**src/rtl/usbf_mem_icb_bridge_if.sv**
```systemverilog
// Bundles the ICB command/response channel and the MEM request/ready signals
// exchanged between the CPU-side ICB slave, this bridge and the synchroniser.
interface usbf_mem_icb_bridge_if #(
  parameter int unsigned EP_NUM   = 4,
  parameter int unsigned EP_IDX_W = 2,
  parameter int unsigned DATA_W   = 8
);
  localparam int unsigned BUS_W = DATA_W * EP_NUM;

  logic                icb_cmd_valid_i;
  logic                icb_cmd_ready_o;
  logic                icb_cmd_read_i;
  logic [EP_IDX_W-1:0] icb_cmd_ep_i;
  logic [DATA_W-1:0]   icb_cmd_wdata_i;
  logic                icb_rsp_valid_o;
  logic                icb_rsp_ready_i;
  logic [DATA_W-1:0]   icb_rsp_rdata_o;
  logic                icb_rsp_err_o;
  logic [EP_NUM-1:0]   ep_data_rd_req_o;
  logic [EP_NUM-1:0]   ep_data_wt_req_o;
  logic [BUS_W-1:0]    ep_tx_data_o;
  logic [BUS_W-1:0]    ep_rx_data_i;
  logic                mem_rd_ready_i;
  logic                mem_wt_ready_i;

  // Bridge side
  modport slave (
    input  icb_cmd_valid_i, icb_cmd_read_i, icb_cmd_ep_i, icb_cmd_wdata_i,
    input  icb_rsp_ready_i, ep_rx_data_i, mem_rd_ready_i, mem_wt_ready_i,
    output icb_cmd_ready_o, icb_rsp_valid_o, icb_rsp_rdata_o, icb_rsp_err_o,
    output ep_data_rd_req_o, ep_data_wt_req_o, ep_tx_data_o
  );

  // CPU / synchroniser side
  modport master (
    output icb_cmd_valid_i, icb_cmd_read_i, icb_cmd_ep_i, icb_cmd_wdata_i,
    output icb_rsp_ready_i, ep_rx_data_i, mem_rd_ready_i, mem_wt_ready_i,
    input  icb_cmd_ready_o, icb_rsp_valid_o, icb_rsp_rdata_o, icb_rsp_err_o,
    input  ep_data_rd_req_o, ep_data_wt_req_o, ep_tx_data_o
  );
endinterface

```
**src/rtl/usbf_mem_icb_bridge.sv**
```systemverilog
// hclk-domain bridge: turns ICB endpoint-data accesses into one-cycle MEM
// request pulses, waits for the synchronised ready pulse and answers on ICB.
module usbf_mem_icb_bridge #(
  parameter int unsigned EP_NUM   = 4,
  parameter int unsigned EP_IDX_W = 2,
  parameter int unsigned DATA_W   = 8,
  parameter int unsigned TIMEOUT  = 255,
  parameter int unsigned TO_W     = 8
) (
  input logic                  hclk_i,
  input logic                  rstn_i,
  usbf_mem_icb_bridge_if.slave bus
);
  localparam int unsigned BUS_W = DATA_W * EP_NUM;
  localparam int unsigned EPC_W = EP_IDX_W + 1;

  typedef enum logic [1:0] {S_IDLE, S_RD_WAIT, S_WT_WAIT, S_RSP} state_t;

  state_t              r_state, w_state_nxt;
  logic [EP_IDX_W-1:0] r_ep, w_ep_nxt;
  logic [TO_W-1:0]     r_cnt, w_cnt_nxt;
  logic [EP_NUM-1:0]   r_rd_req, w_rd_req_nxt;
  logic [EP_NUM-1:0]   r_wt_req, w_wt_req_nxt;
  logic [BUS_W-1:0]    r_tx_data, w_tx_data_nxt;
  logic [DATA_W-1:0]   r_rdata, w_rdata_nxt;
  logic                r_err, w_err_nxt;

  logic [EP_NUM-1:0]   w_cmd_oh;
  logic [DATA_W-1:0]   w_rx_sel;
  logic                w_ep_legal;
  logic                w_expired;

  // Endpoint decode of the incoming command and RX slice of the latched endpoint
  always_comb begin
    w_cmd_oh = '0;
    w_rx_sel = '0;
    for (int unsigned k = 0; k < EP_NUM; k++) begin
      w_cmd_oh[k] = (bus.icb_cmd_ep_i == EP_IDX_W'(k));
      if (r_ep == EP_IDX_W'(k)) w_rx_sel = bus.ep_rx_data_i[k*DATA_W +: DATA_W];
    end
  end

  assign w_ep_legal = ({1'b0, bus.icb_cmd_ep_i} < EPC_W'(EP_NUM));
  assign w_expired  = (r_cnt == TO_W'(TIMEOUT - 1));

  // Next-state and registered-output logic
  always_comb begin
    w_state_nxt   = r_state;
    w_ep_nxt      = r_ep;
    w_cnt_nxt     = r_cnt;
    w_rd_req_nxt  = '0;
    w_wt_req_nxt  = '0;
    w_tx_data_nxt = r_tx_data;
    w_rdata_nxt   = r_rdata;
    w_err_nxt     = r_err;

    unique case (r_state)
      S_IDLE: begin
        if (bus.icb_cmd_valid_i) begin
          w_rdata_nxt = '0;
          if (!w_ep_legal) begin
            w_err_nxt   = 1'b1;
            w_state_nxt = S_RSP;
          end else begin
            w_err_nxt = 1'b0;
            w_ep_nxt  = bus.icb_cmd_ep_i;
            w_cnt_nxt = '0;
            if (bus.icb_cmd_read_i) begin
              w_rd_req_nxt = w_cmd_oh;
              w_state_nxt  = S_RD_WAIT;
            end else begin
              w_wt_req_nxt = w_cmd_oh;
              for (int unsigned k = 0; k < EP_NUM; k++) begin
                if (w_cmd_oh[k]) w_tx_data_nxt[k*DATA_W +: DATA_W] = bus.icb_cmd_wdata_i;
              end
              w_state_nxt = S_WT_WAIT;
            end
          end
        end
      end
      S_RD_WAIT: begin
        // A ready in the expiry cycle still wins over the timeout
        if (bus.mem_rd_ready_i) begin
          w_rdata_nxt = w_rx_sel;
          w_err_nxt   = 1'b0;
          w_state_nxt = S_RSP;
        end else if (w_expired) begin
          w_rdata_nxt = '0;
          w_err_nxt   = 1'b1;
          w_state_nxt = S_RSP;
        end else begin
          w_cnt_nxt = r_cnt + TO_W'(1);
        end
      end
      S_WT_WAIT: begin
        if (bus.mem_wt_ready_i) begin
          w_rdata_nxt = '0;
          w_err_nxt   = 1'b0;
          w_state_nxt = S_RSP;
        end else if (w_expired) begin
          w_rdata_nxt = '0;
          w_err_nxt   = 1'b1;
          w_state_nxt = S_RSP;
        end else begin
          w_cnt_nxt = r_cnt + TO_W'(1);
        end
      end
      S_RSP: begin
        if (bus.icb_rsp_ready_i) begin
          w_rdata_nxt = '0;
          w_err_nxt   = 1'b0;
          w_state_nxt = S_IDLE;
        end
      end
      default: w_state_nxt = S_IDLE;
    endcase
  end

  always_ff @(posedge hclk_i or negedge rstn_i) begin
    if (!rstn_i) begin
      r_state   <= S_IDLE;
      r_ep      <= '0;
      r_cnt     <= '0;
      r_rd_req  <= '0;
      r_wt_req  <= '0;
      r_tx_data <= '0;
      r_rdata   <= '0;
      r_err     <= 1'b0;
    end else begin
      r_state   <= w_state_nxt;
      r_ep      <= w_ep_nxt;
      r_cnt     <= w_cnt_nxt;
      r_rd_req  <= w_rd_req_nxt;
      r_wt_req  <= w_wt_req_nxt;
      r_tx_data <= w_tx_data_nxt;
      r_rdata   <= w_rdata_nxt;
      r_err     <= w_err_nxt;
    end
  end

  // Handshake flags are direct decodes of the state register
  assign bus.icb_cmd_ready_o  = (r_state == S_IDLE);
  assign bus.icb_rsp_valid_o  = (r_state == S_RSP);
  assign bus.icb_rsp_rdata_o  = r_rdata;
  assign bus.icb_rsp_err_o    = r_err;
  assign bus.ep_data_rd_req_o = r_rd_req;
  assign bus.ep_data_wt_req_o = r_wt_req;
  assign bus.ep_tx_data_o     = r_tx_data;

endmodule

```
**src/flat_wrapper.sv**
```systemverilog
// flat-port wrapper written by rule: the top's interface ports become plain ports
module usbf_mem_icb_bridge_flat 
#(
  parameter int unsigned EP_NUM   = 4,
  parameter int unsigned EP_IDX_W = 2,
  parameter int unsigned DATA_W   = 8,
  parameter int unsigned TIMEOUT  = 255,
  parameter int unsigned TO_W     = 8
)
  (hclk_i, rstn_i, bus_icb_cmd_valid_i, bus_icb_cmd_read_i, bus_icb_cmd_ep_i, bus_icb_cmd_wdata_i, bus_icb_rsp_ready_i, bus_ep_rx_data_i, bus_mem_rd_ready_i, bus_mem_wt_ready_i, bus_icb_cmd_ready_o, bus_icb_rsp_valid_o, bus_icb_rsp_rdata_o, bus_icb_rsp_err_o, bus_ep_data_rd_req_o, bus_ep_data_wt_req_o, bus_ep_tx_data_o);
  usbf_mem_icb_bridge_if #(.EP_NUM(EP_NUM), .EP_IDX_W(EP_IDX_W), .DATA_W(DATA_W)) bus_i ();
  input logic hclk_i;
  input logic rstn_i;
  input wire logic [$bits(bus_i.icb_cmd_valid_i)-1:0] bus_icb_cmd_valid_i;
  input wire logic [$bits(bus_i.icb_cmd_read_i)-1:0] bus_icb_cmd_read_i;
  input wire logic [$bits(bus_i.icb_cmd_ep_i)-1:0] bus_icb_cmd_ep_i;
  input wire logic [$bits(bus_i.icb_cmd_wdata_i)-1:0] bus_icb_cmd_wdata_i;
  input wire logic [$bits(bus_i.icb_rsp_ready_i)-1:0] bus_icb_rsp_ready_i;
  input wire logic [$bits(bus_i.ep_rx_data_i)-1:0] bus_ep_rx_data_i;
  input wire logic [$bits(bus_i.mem_rd_ready_i)-1:0] bus_mem_rd_ready_i;
  input wire logic [$bits(bus_i.mem_wt_ready_i)-1:0] bus_mem_wt_ready_i;
  output wire logic [$bits(bus_i.icb_cmd_ready_o)-1:0] bus_icb_cmd_ready_o;
  output wire logic [$bits(bus_i.icb_rsp_valid_o)-1:0] bus_icb_rsp_valid_o;
  output wire logic [$bits(bus_i.icb_rsp_rdata_o)-1:0] bus_icb_rsp_rdata_o;
  output wire logic [$bits(bus_i.icb_rsp_err_o)-1:0] bus_icb_rsp_err_o;
  output wire logic [$bits(bus_i.ep_data_rd_req_o)-1:0] bus_ep_data_rd_req_o;
  output wire logic [$bits(bus_i.ep_data_wt_req_o)-1:0] bus_ep_data_wt_req_o;
  output wire logic [$bits(bus_i.ep_tx_data_o)-1:0] bus_ep_tx_data_o;
  assign bus_i.icb_cmd_valid_i = bus_icb_cmd_valid_i;
  assign bus_i.icb_cmd_read_i = bus_icb_cmd_read_i;
  assign bus_i.icb_cmd_ep_i = bus_icb_cmd_ep_i;
  assign bus_i.icb_cmd_wdata_i = bus_icb_cmd_wdata_i;
  assign bus_i.icb_rsp_ready_i = bus_icb_rsp_ready_i;
  assign bus_i.ep_rx_data_i = bus_ep_rx_data_i;
  assign bus_i.mem_rd_ready_i = bus_mem_rd_ready_i;
  assign bus_i.mem_wt_ready_i = bus_mem_wt_ready_i;
  assign bus_icb_cmd_ready_o = bus_i.icb_cmd_ready_o;
  assign bus_icb_rsp_valid_o = bus_i.icb_rsp_valid_o;
  assign bus_icb_rsp_rdata_o = bus_i.icb_rsp_rdata_o;
  assign bus_icb_rsp_err_o = bus_i.icb_rsp_err_o;
  assign bus_ep_data_rd_req_o = bus_i.ep_data_rd_req_o;
  assign bus_ep_data_wt_req_o = bus_i.ep_data_wt_req_o;
  assign bus_ep_tx_data_o = bus_i.ep_tx_data_o;
  usbf_mem_icb_bridge #(.EP_NUM(EP_NUM), .EP_IDX_W(EP_IDX_W), .DATA_W(DATA_W), .TIMEOUT(TIMEOUT), .TO_W(TO_W)) u_core (.hclk_i(hclk_i), .rstn_i(rstn_i), .bus(bus_i));
endmodule
```
**config.mk**
```make
export PLATFORM = sky130hd
export DESIGN_NAME = usbf_mem_icb_bridge_flat
export DESIGN_NICKNAME = d
export VERILOG_FILES = /design/src/rtl/usbf_mem_icb_bridge_if.sv /design/src/rtl/usbf_mem_icb_bridge.sv /design/src/flat_wrapper.sv
export SDC_FILE = /design/constraint.sdc
export NUM_CORES = 1
export LEC_CHECK = 0
export CORE_MARGIN = 10
export CORE_UTILIZATION = 41
export CTS_BUF_LIST = sky130_fd_sc_hd__clkbuf_16
export CTS_CLUSTER_SIZE = 20
export DETAILED_ROUTE_END_ITERATION = 10
export PLACE_DENSITY = 0.77
export SYNTH_ARGS = -nofsm -noshare
export SYNTH_HDL_FRONTEND = slang
export SYNTH_SLANG_ARGS = --single-unit
```
**constraint.sdc**
```tcl
create_clock -name hclk_i -period 1.6 [get_ports hclk_i]
set_input_delay 0.4 -clock hclk_i [delete_from_list [all_inputs] [get_ports hclk_i]]
set_output_delay 0.4 -clock hclk_i [all_outputs]
set_load 0.05 [all_outputs]
```
==> impl_results.md, run 1 <==
* Placed inst area at 4800 um2
* Clock Latency Late Sink at 0.33 ns
* Core area at 6790 um2
* CTS tree: built
* Max-cap violations at 0
* R2R Setup Slk at -0.21 ns
* Combinational Power Share at 58.4%
* Total GRT Usage at 19.3%
* Nets at 411
* P_int at 6.83 mW
* First-pass GRT wire length at 15.4 mm
* Cell area after layout at 5350 um2
* Async SR Flop Fraction at 100%
* Main synth FF type: dfrtp_1
* Syn nets at 268
* Req. time, crit path at 1.86 ns
* DPL Wire Length at 6.69 mm
* Slew Viols, Final at 0
* Period utilisation layout at 113%
* Switching Share at 40.5%
* Vias per inst at 5.34
* DRT iter0 DRCs at 155
* Worst R2R End: u_core.r_cnt[7]
* Status: complete, but fails checks
* Initial antenna violation count at 0
* Full die area at 10700 um2
* Tightest Pin Transition at 0.380 ns
* Synth warn at 0
* CTS Buffer Depth at 2
* Die Wd at 103 um
* Post-DR wirelength/cell at 22.8 um
* NetSw at 4.64 mW
* R2R depth at 6
* Clock Skews at 0.00553 ns
* Sum Neg Setup Slack at -3.83 ns
* Commonest cells after routing, fill and taps aside: 61 x dfrtp_1, 54 x buf_12, 47 x clkdlybuf4s50_1, 31 x buf_4, 24 x mux2_4
* # IOs at 100
* Clock root cell: clkbuf_16
* RD Place Congestion at 0.838
* Startpoint types: flip-flop
* I/O Buffers at 99
* Total CTS buffers at 9
* Largest net degree at the start of global routing at 62
* Synth-to-Final Area Change at 87.3%
* Worst hold path class: in -> async
* Overall Power at 11.5 mW
* Failing checks: setup timing
* Synthesized area at 2860 um2
* RR Startpoint: u_core.r_state[1]
* RSZ-0062 raised after global routing: true
* Setup crit end: u_core.r_cnt[7]
* Yosys cell types at 42
* Critical Path Fanout Max at 6
* # setup viols final at 51
* Clock power frac at 18.1%
* DR DRC count at 0
* # diodes at 0
* Worst EP arrival at 2.07 ns
* Seq cells post-synth at 61
* Gr ovfl total at 0
* Initial Util at 42.1%
* Vias in the first global route at 2662
* Max Clk Rate at 0.552 GHz
* Reg clk slew, reported paths at 0.05 ns
* Lkg Pwr at 2.43 nW
* Layout cells sized above 1 at 51.7%
* CP Class: reg -> reg
* Sink Count at 61
* Routed WL at 10.4 mm
* H-tree levels at 3
* Peak VDD IR at 1.32 mV
* Mean area per synthesized cell at 13.5 um2
* Routed Antenna Nets at 0
* Critical Path Start: u_core.r_state[1]
* Tmin final at 1.81 ns
* EDFF count, synth at 0
* Pre-Repair DR Iteration Count at 4
* Sequential-to-total area share from yosys stat at 53.4%
* Relative slew slack at 74.7%
* PD cells at 2140 nW/um2
* Die Ht at 103 um
* Worst Setup End Kind: flip-flop
* Via count at 2434
* Commonest non-fill, non-tap cell in the layout: dfrtp_1
* Fin worst setup slack at -0.213 ns
* Final hold vios at 0
* Reg power frac at 23.5%
* Mapped Cells at 212
* Rows at 30
[area by class of cell]
cell class              count  area [um2]
repair buffers            139        1860
fillers                   320        1440
well taps                  96         120
flip-flops and latches     61        1530
clock buffers               9         225
clock inverters             7        91.3
multi-input cells         133        1490
inverters                  11        45.0
[worst min path at each step]
stage	to	depth (start not counted)	slack, ns	startpoint
2_1_floorplan	u_core.bus.ep_data_rd_req_o[0]	0	0.10	rstn_i
3_3_place_gp	u_core.bus.ep_tx_data_o[4]	2	0.43	rstn_i
3_5_place_dp	u_core.bus.ep_tx_data_o[4]	2	0.44	rstn_i
4_1_cts	u_core.bus.ep_tx_data_o[16]	2	0.08	rstn_i
5_1_grt	u_core.bus.ep_tx_data_o[27]	2	0.1	rstn_i
6_report	u_core.bus.ep_tx_data_o[4]	2	0.07	rstn_i
[stage by stage]
step	hold WS (ns)	util, %	setup slack, ns	cells
6_report	0.0686	78.8	-0.213	456
5_1_grt	0.0971	78.8	-0.243	456
3_3_place_gp	0.427	70.6	-0.338	431
3_5_place_dp	0.436	70.6	-0.394	431
2_1_floorplan	0.104	-	-0.198	212
4_1_cts	0.0827	77.9	-0.126	454
[registers in the layout (all words and copies together) (netlist names)]
register                     cells
u_core.bus.ep_tx_data_o         32
u_core.bus.icb_rsp_rdata_o       8
u_core.r_cnt                     8
u_core.bus.ep_data_rd_req_o      4
u_core.bus.ep_data_wt_req_o      4
u_core.r_ep                      2
u_core.r_state                   2
u_core.bus.icb_rsp_err_o         1
[synthesized netlist by cell type, types with 5 or more instances]
cell     number  area share [%]
dfrtp_1      61              53
mux2_2       24             9.5
nand2_1      12             1.6
inv_1        11             1.4
mux2_1       10             3.9
a22o_1        8             2.5
mux4_2        8             6.3
ha_1          7             3.1
o21ai_0       6             1.1
buf_2         5            0.88
nor2_1        5            0.66
[per-layer routing]
layer / vias up / wire length (um) / global-route usage [%]
li1: 1074 / - / -
met1: 1225 / 3830 / 21.0
met2: 107 / 5490 / 34.3
met3: 28 / 714 / 5.45
met4: 0 / 369 / 8.77
met5: - / 0 / 0
[repair_timing]
action | in CTS | in global routing
gates cloned | 2 | 0
hold buffers | 0 | 0
gates resized for setup | 35 | 14
setup buffers | 5 | 3
endpoints found under the setup margin | 50 | 54
pin swaps | 4 | 4
[cell families after synthesis]
kind of cell             Yosys count  share of synthesized area, %
AO/OA/AOI/OAI                     33                          8.67
buffers and inverters             19                          2.98
flip-flops                        61                          53.4
multiplexers                      44                          20.4
adder cells (fa/ha/maj)            7                          3.06
AND/OR/NAND/NOR                   48                          11.5
[worst max-delay path, cell delays in order, from the launching register on]
cell and delay (ns):
dfrtp_1 0.41, inv_2 0.10, ha_2 0.23, or3_4 0.17, nand4_4 0.14, or4_4 0.53
a21boi_2 0.16
[power groups by stage]
stage / clock (mW) / combinational, mW / sequential (mW)
after floorplan: 0 / 1.87 / 3.86
after global placement: 0 / 6.03 / 2.64
after detailed placement: 0 / 6.16 / 2.69
after CTS: 2.07 / 6.50 / 2.68
after global routing: 2.17 / 6.96 / 2.75
final: 2.08 / 6.70 / 2.70
(Power assumes the default switching activity.)
==> inputs of run 2 (changes only) <==
Settings changed: CORE_MARGIN 10 to not set.
==> impl_results.md, run 2 (synthesized netlist as in run 1, its figures left out) <==
* Status: complete, but fails checks
* Failing checks: setup timing
* Gr ovfl total at 0
* Post-Layout Cell Count at 442
* Reg clk slew, reported paths at 0.05 ns
* Req. time, crit path at 1.81 ns
* Synth-to-Final Area Change at 85.7%
* RD Place Congestion at 0.852
* Die Ht at 85.5 um
* Sum Neg Setup Slack at -4.93 ns
* Initial Util at 42.3%
* Sink Count at 61
* Nets at 413
* Worst Setup End Kind: flip-flop
* PD cells at 2110 nW/um2
* Place WS at -0.423 ns
* Fillers at 339
* Relative slew slack at 73.4%
* Pre-Repair DR Iteration Count at 4
* DRT iter0 DRCs at 91
* H-tree levels at 3
* Routed Antenna Nets at 0
* Placed Cells incl. Taps at 415
* Layout cells sized above 1 at 49.2%
* Tmin final at 1.80 ns
* Startpoint types: flip-flop
* Total CTS buffers at 9
* # setup viols final at 50
* Period utilisation layout at 112%
* CP Class: reg -> reg
* Full die area at 7310 um2
* Final hold vios at 0
* Critical Path Fanout Max at 5
* Rows at 30
* Worst hold path class: in -> async
* Vias in the first global route at 2503
* First-pass GRT wire length at 13.4 mm
* Fin worst setup slack at -0.198 ns
* RR Startpoint: u_core.r_state[1]
* Initial antenna violation count at 0
* Commonest cells after routing, fill and taps aside: 61 x dfrtp_1, 54 x buf_12, 47 x clkdlybuf4s50_1, 30 x buf_4, 24 x mux2_4
* R2R Setup Slk at -0.20 ns
* Peak VDD IR at 1.28 mV
* Max-cap violations at 0
* Routed WL at 8.65 mm
* Min Hold Slack at 0.0744 ns
* Worst R2R End: u_core.bus.ep_tx_data_o[8]
* Critical Path Start: u_core.r_state[1]
* Clock root cell: clkbuf_16
* Setup crit end: u_core.bus.ep_tx_data_o[8]
* Core area at 6760 um2
* Clock Skews at 0.00425 ns
* CTS Buffer Depth at 2
* DPL Wire Length at 5.82 mm
* Lkg Pwr at 2.43 nW
* Post-DR wirelength/cell at 19.6 um
* CTS tree: built
* I/O Buffers at 99
* Clock Latency Late Sink at 0.32 ns
* Total GRT Usage at 24.3%
* Commonest non-fill, non-tap cell in the layout: dfrtp_1
* Slew Viols, Final at 0
* R2R depth at 6
* Largest register FFs at 32
* Worst EP arrival at 2.00 ns
* # IOs at 100
* Vias per inst at 5.45
* Die Wd at 85.5 um
* DR DRC count at 0
* RSZ-0062 raised after global routing: true
* Tightest Pin Transition at 0.399 ns
* Via count at 2408
* Largest net degree at the start of global routing at 62
* Max Clk Rate at 0.556 GHz
* # diodes at 0
-- run 2: stage by stage --
step                      power [mW]  util (%)  instance area, um2
after global routing            11.6      78.5                5310
after global placement          8.60      70.5                4760
after detailed placement        8.80      70.5                4760
final                           11.2      78.5                5310
after floorplan                 5.74         -                2950
after CTS                       11.0      77.5                5230
-- run 2: worst max-delay path, stage by stage (launching register included) --
cell and delay, ns:
dfrtp_1 0.43, inv_2 0.11, ha_4 0.19, nand3b_4 0.15, nor3b_4 0.30, buf_6 0.19
mux2_4 0.31
-- run 2: power by group --
group          switching, mW  leakage [nW]  internal, mW
clock                  0.674         0.144          1.19
combinational           3.19          1.48          3.41
sequential             0.654         0.800          2.06
total                   4.52          2.43          6.67
-- run 2: layout make-up --
class	count	area (um2)	area share, %
Clock buffer	9	225	4.24
Clock inverter	7	67.6	1.27
Inverter	11	41.3	0.778
Multi-Input combinational cell	133	1460	27.6
Sequential cell	61	1530	28.8
Tap cell	80	100	1.89
Timing Repair Buffer	141	1880	35.5
-- run 2: worst min-delay path by stage --
stage                     slack [ns]    from  depth (start not counted)                             end
after floorplan                 0.10  rstn_i                          0  u_core.bus.ep_data_rd_req_o[0]
after detailed placement        0.43  rstn_i                          2  u_core.bus.ep_data_wt_req_o[3]
after global routing             0.1  rstn_i                          2      u_core.bus.ep_tx_data_o[3]
final                           0.07  rstn_i                          2      u_core.bus.ep_tx_data_o[3]
after global placement          0.43  rstn_i                          2      u_core.bus.ep_tx_data_o[3]
after CTS                       0.09  rstn_i                          2      u_core.bus.ep_tx_data_o[3]
-- run 2: timing repair --
item,4_1_cts,5_1_grt
pin swaps,4,8
hold buffers,0,0
buffers inserted,5,5
resized for setup,34,9
cloned,2,0
setup endpoints to repair,47,53
-- run 2: metal layers --
| layer | track usage, % | vias to the layer above | share of wire, % |
|---|---|---|---|
| met4 | 10.0 | 0 | 2.5 |
| met5 | 0 | - | 0 |
| met2 | 42.5 | 89 | 53 |
| met1 | 29.7 | 1218 | 40 |
| li1 | - | 1080 | - |
| met3 | 4.38 | 21 | 4.6 |
==> inputs of run 3 (changes only) <==
Settings changed: CORE_MARGIN set to 2.
==> impl_results.md, run 3 (synthesized netlist as in run 1, its figures left out) <==
* Routed WL at 8.70 mm
* Total CTS buffers at 9
* Nets at 411
* First-pass GRT wire length at 13.2 mm
* Startpoint types: flip-flop
* # setup viols final at 39
* Failing checks: setup timing
* Critical Path Fanout Max at 6
* Cts hold-fix bufs at 0
* Final hold vios at 0
* DR DRC count at 0
* Total GRT Usage at 23.5%
* PD cells at 2090 nW/um2
* # diodes at 0
* Period utilisation layout at 112%
* Commonest non-fill, non-tap cell in the layout: dfrtp_1
* Reg power frac at 24.5%
* Status: complete, but fails checks
* Post-Layout Cell Count at 439
* Clock power frac at 16.5%
* Clock root cell: clkbuf_16
* Via count at 2362
* Synth-to-Final Area Change at 85.2%
* CP Class: reg -> reg
* DRT iter0 DRCs at 101
* Rows at 30
* Routed Antenna Nets at 0
* H-tree levels at 3
* Lkg Pwr at 2.42 nW
* Relative slew slack at 75.4%
* Tmin final at 1.79 ns
* Post-DR wirelength/cell at 19.8 um
* Worst Setup End Kind: flip-flop
* Initial Util at 42.3%
* Die Ht at 87.5 um
* CTS Buffer Depth at 2
* NetSw at 4.45 mW
* Pre-Repair DR Iteration Count at 4
* Max-cap violations at 0
* Req. time, crit path at 1.80 ns
* Combinational Power Share at 59.0%
* Sink Count at 61
* Clock Skews at 0.00588 ns
* Core area at 6760 um2
* Worst hold path class: in -> async
* Min Hold Slack at 0.0660 ns
* Gr ovfl total at 0
* Commonest cells after routing, fill and taps aside: 60 x dfrtp_1, 52 x buf_12, 46 x clkdlybuf4s50_1, 27 x buf_4, 24 x mux2_4
* R2R depth at 7
* Switching Share at 40.2%
* Vias per inst at 5.38
* Overall Power at 11.1 mW
* Clock Latency Late Sink at 0.32 ns
* CTS tree: built
* # IOs at 100
* Layout cells sized above 1 at 50.4%
* Largest net degree at the start of global routing at 62
* Full die area at 7650 um2
* DPL Wire Length at 5.79 mm
* RD Place Congestion at 0.824
* Largest register FFs at 32
* Vias in the first global route at 2531
* Placed Cells incl. Taps at 416
* Fillers at 336
* P_int at 6.63 mW
* Worst EP arrival at 1.99 ns
* Slew Viols, Final at 0
* Tightest Pin Transition at 0.368 ns
* Die Wd at 87.5 um
* Reg clk slew, reported paths at 0.05 ns
* Initial antenna violation count at 0
* Fin worst setup slack at -0.194 ns
* RSZ-0062 raised after global routing: true
* Peak VDD IR at 1.28 mV
* Max Clk Rate at 0.557 GHz
* I/O Buffers at 99
run 3: layout make-up:
class	instances	area, um2	area share [%]
clock buffer	9	225	4.26
multi-input combinational	134	1490	28.2
timing repair buffer	138	1850	34.9
clock inverter	6	56.3	1.06
tap	80	100	1.89
inverter	11	43.8	0.827
sequential	61	1530	28.9
run 3: power by group through the flow:
stage | clock [mW] | combinational (mW) | sequential, mW
floorplan | 0 | 1.87 | 3.86
global placement | 0 | 5.93 | 2.66
detailed placement | 0 | 6.06 | 2.69
CTS | 1.86 | 6.36 | 2.69
global route | 1.93 | 6.80 | 2.77
finish | 1.83 | 6.53 | 2.71
run 3: per-stage QoR:
stage                     setup TNS, ns  utilization (%)  cell area, um2  worst slack, ns
after detailed placement         -17.49             70.4            4760           -0.402
final                             -3.67             78.3            5290           -0.194
after CTS                         -3.36             77.0            5200           -0.128
after global routing              -5.67             78.3            5290           -0.225
after global placement           -15.23             70.4            4760           -0.359
after floorplan                   -6.50                -            2950           -0.198
run 3: final timing paths:
path                                                       end                        start  slack, ns
worst max-delay path                           u_core.r_cnt[4]            u_core.r_state[0]      -0.19
worst min-delay path               u_core.bus.ep_tx_data_o[19]                       rstn_i       0.07
worst max register to register                 u_core.r_cnt[4]            u_core.r_state[0]      -0.19
worst min register to register     u_core.bus.ep_tx_data_o[23]  u_core.bus.ep_tx_data_o[23]       0.57
max in group asynchronous                    u_core.r_state[0]                       rstn_i       1.24
min in group hclk_i             u_core.bus.ep_data_rd_req_o[3]          bus_icb_cmd_valid_i       0.56
run 3: critical path, cell delays in order (launching register included):
cell	delay, ns
dfrtp_2	0.40
inv_4	0.05
ha_4	0.30
nand4_1	0.22
buf_4	0.22
o21ai_0	0.27
or4_1	0.17
nand2_1	0.05
run 3: layer usage:
layer	up-vias	track usage, %	share of wire, %
li1	1071	-	-
met1	1197	27.7	41
met2	78	40.8	53
met3	16	6.82	4.8
met4	0	7.83	1.9
met5	-	0	0
run 3: timing repair:
| action | 4_1_cts | 5_1_grt |
|---|---|---|
| setup endpoints to repair | 50 | 52 |
| pin swaps | 3 | 8 |
| cloned | 2 | 1 |
| gates resized for setup | 37 | 18 |
| setup buffers | 4 | 2 |
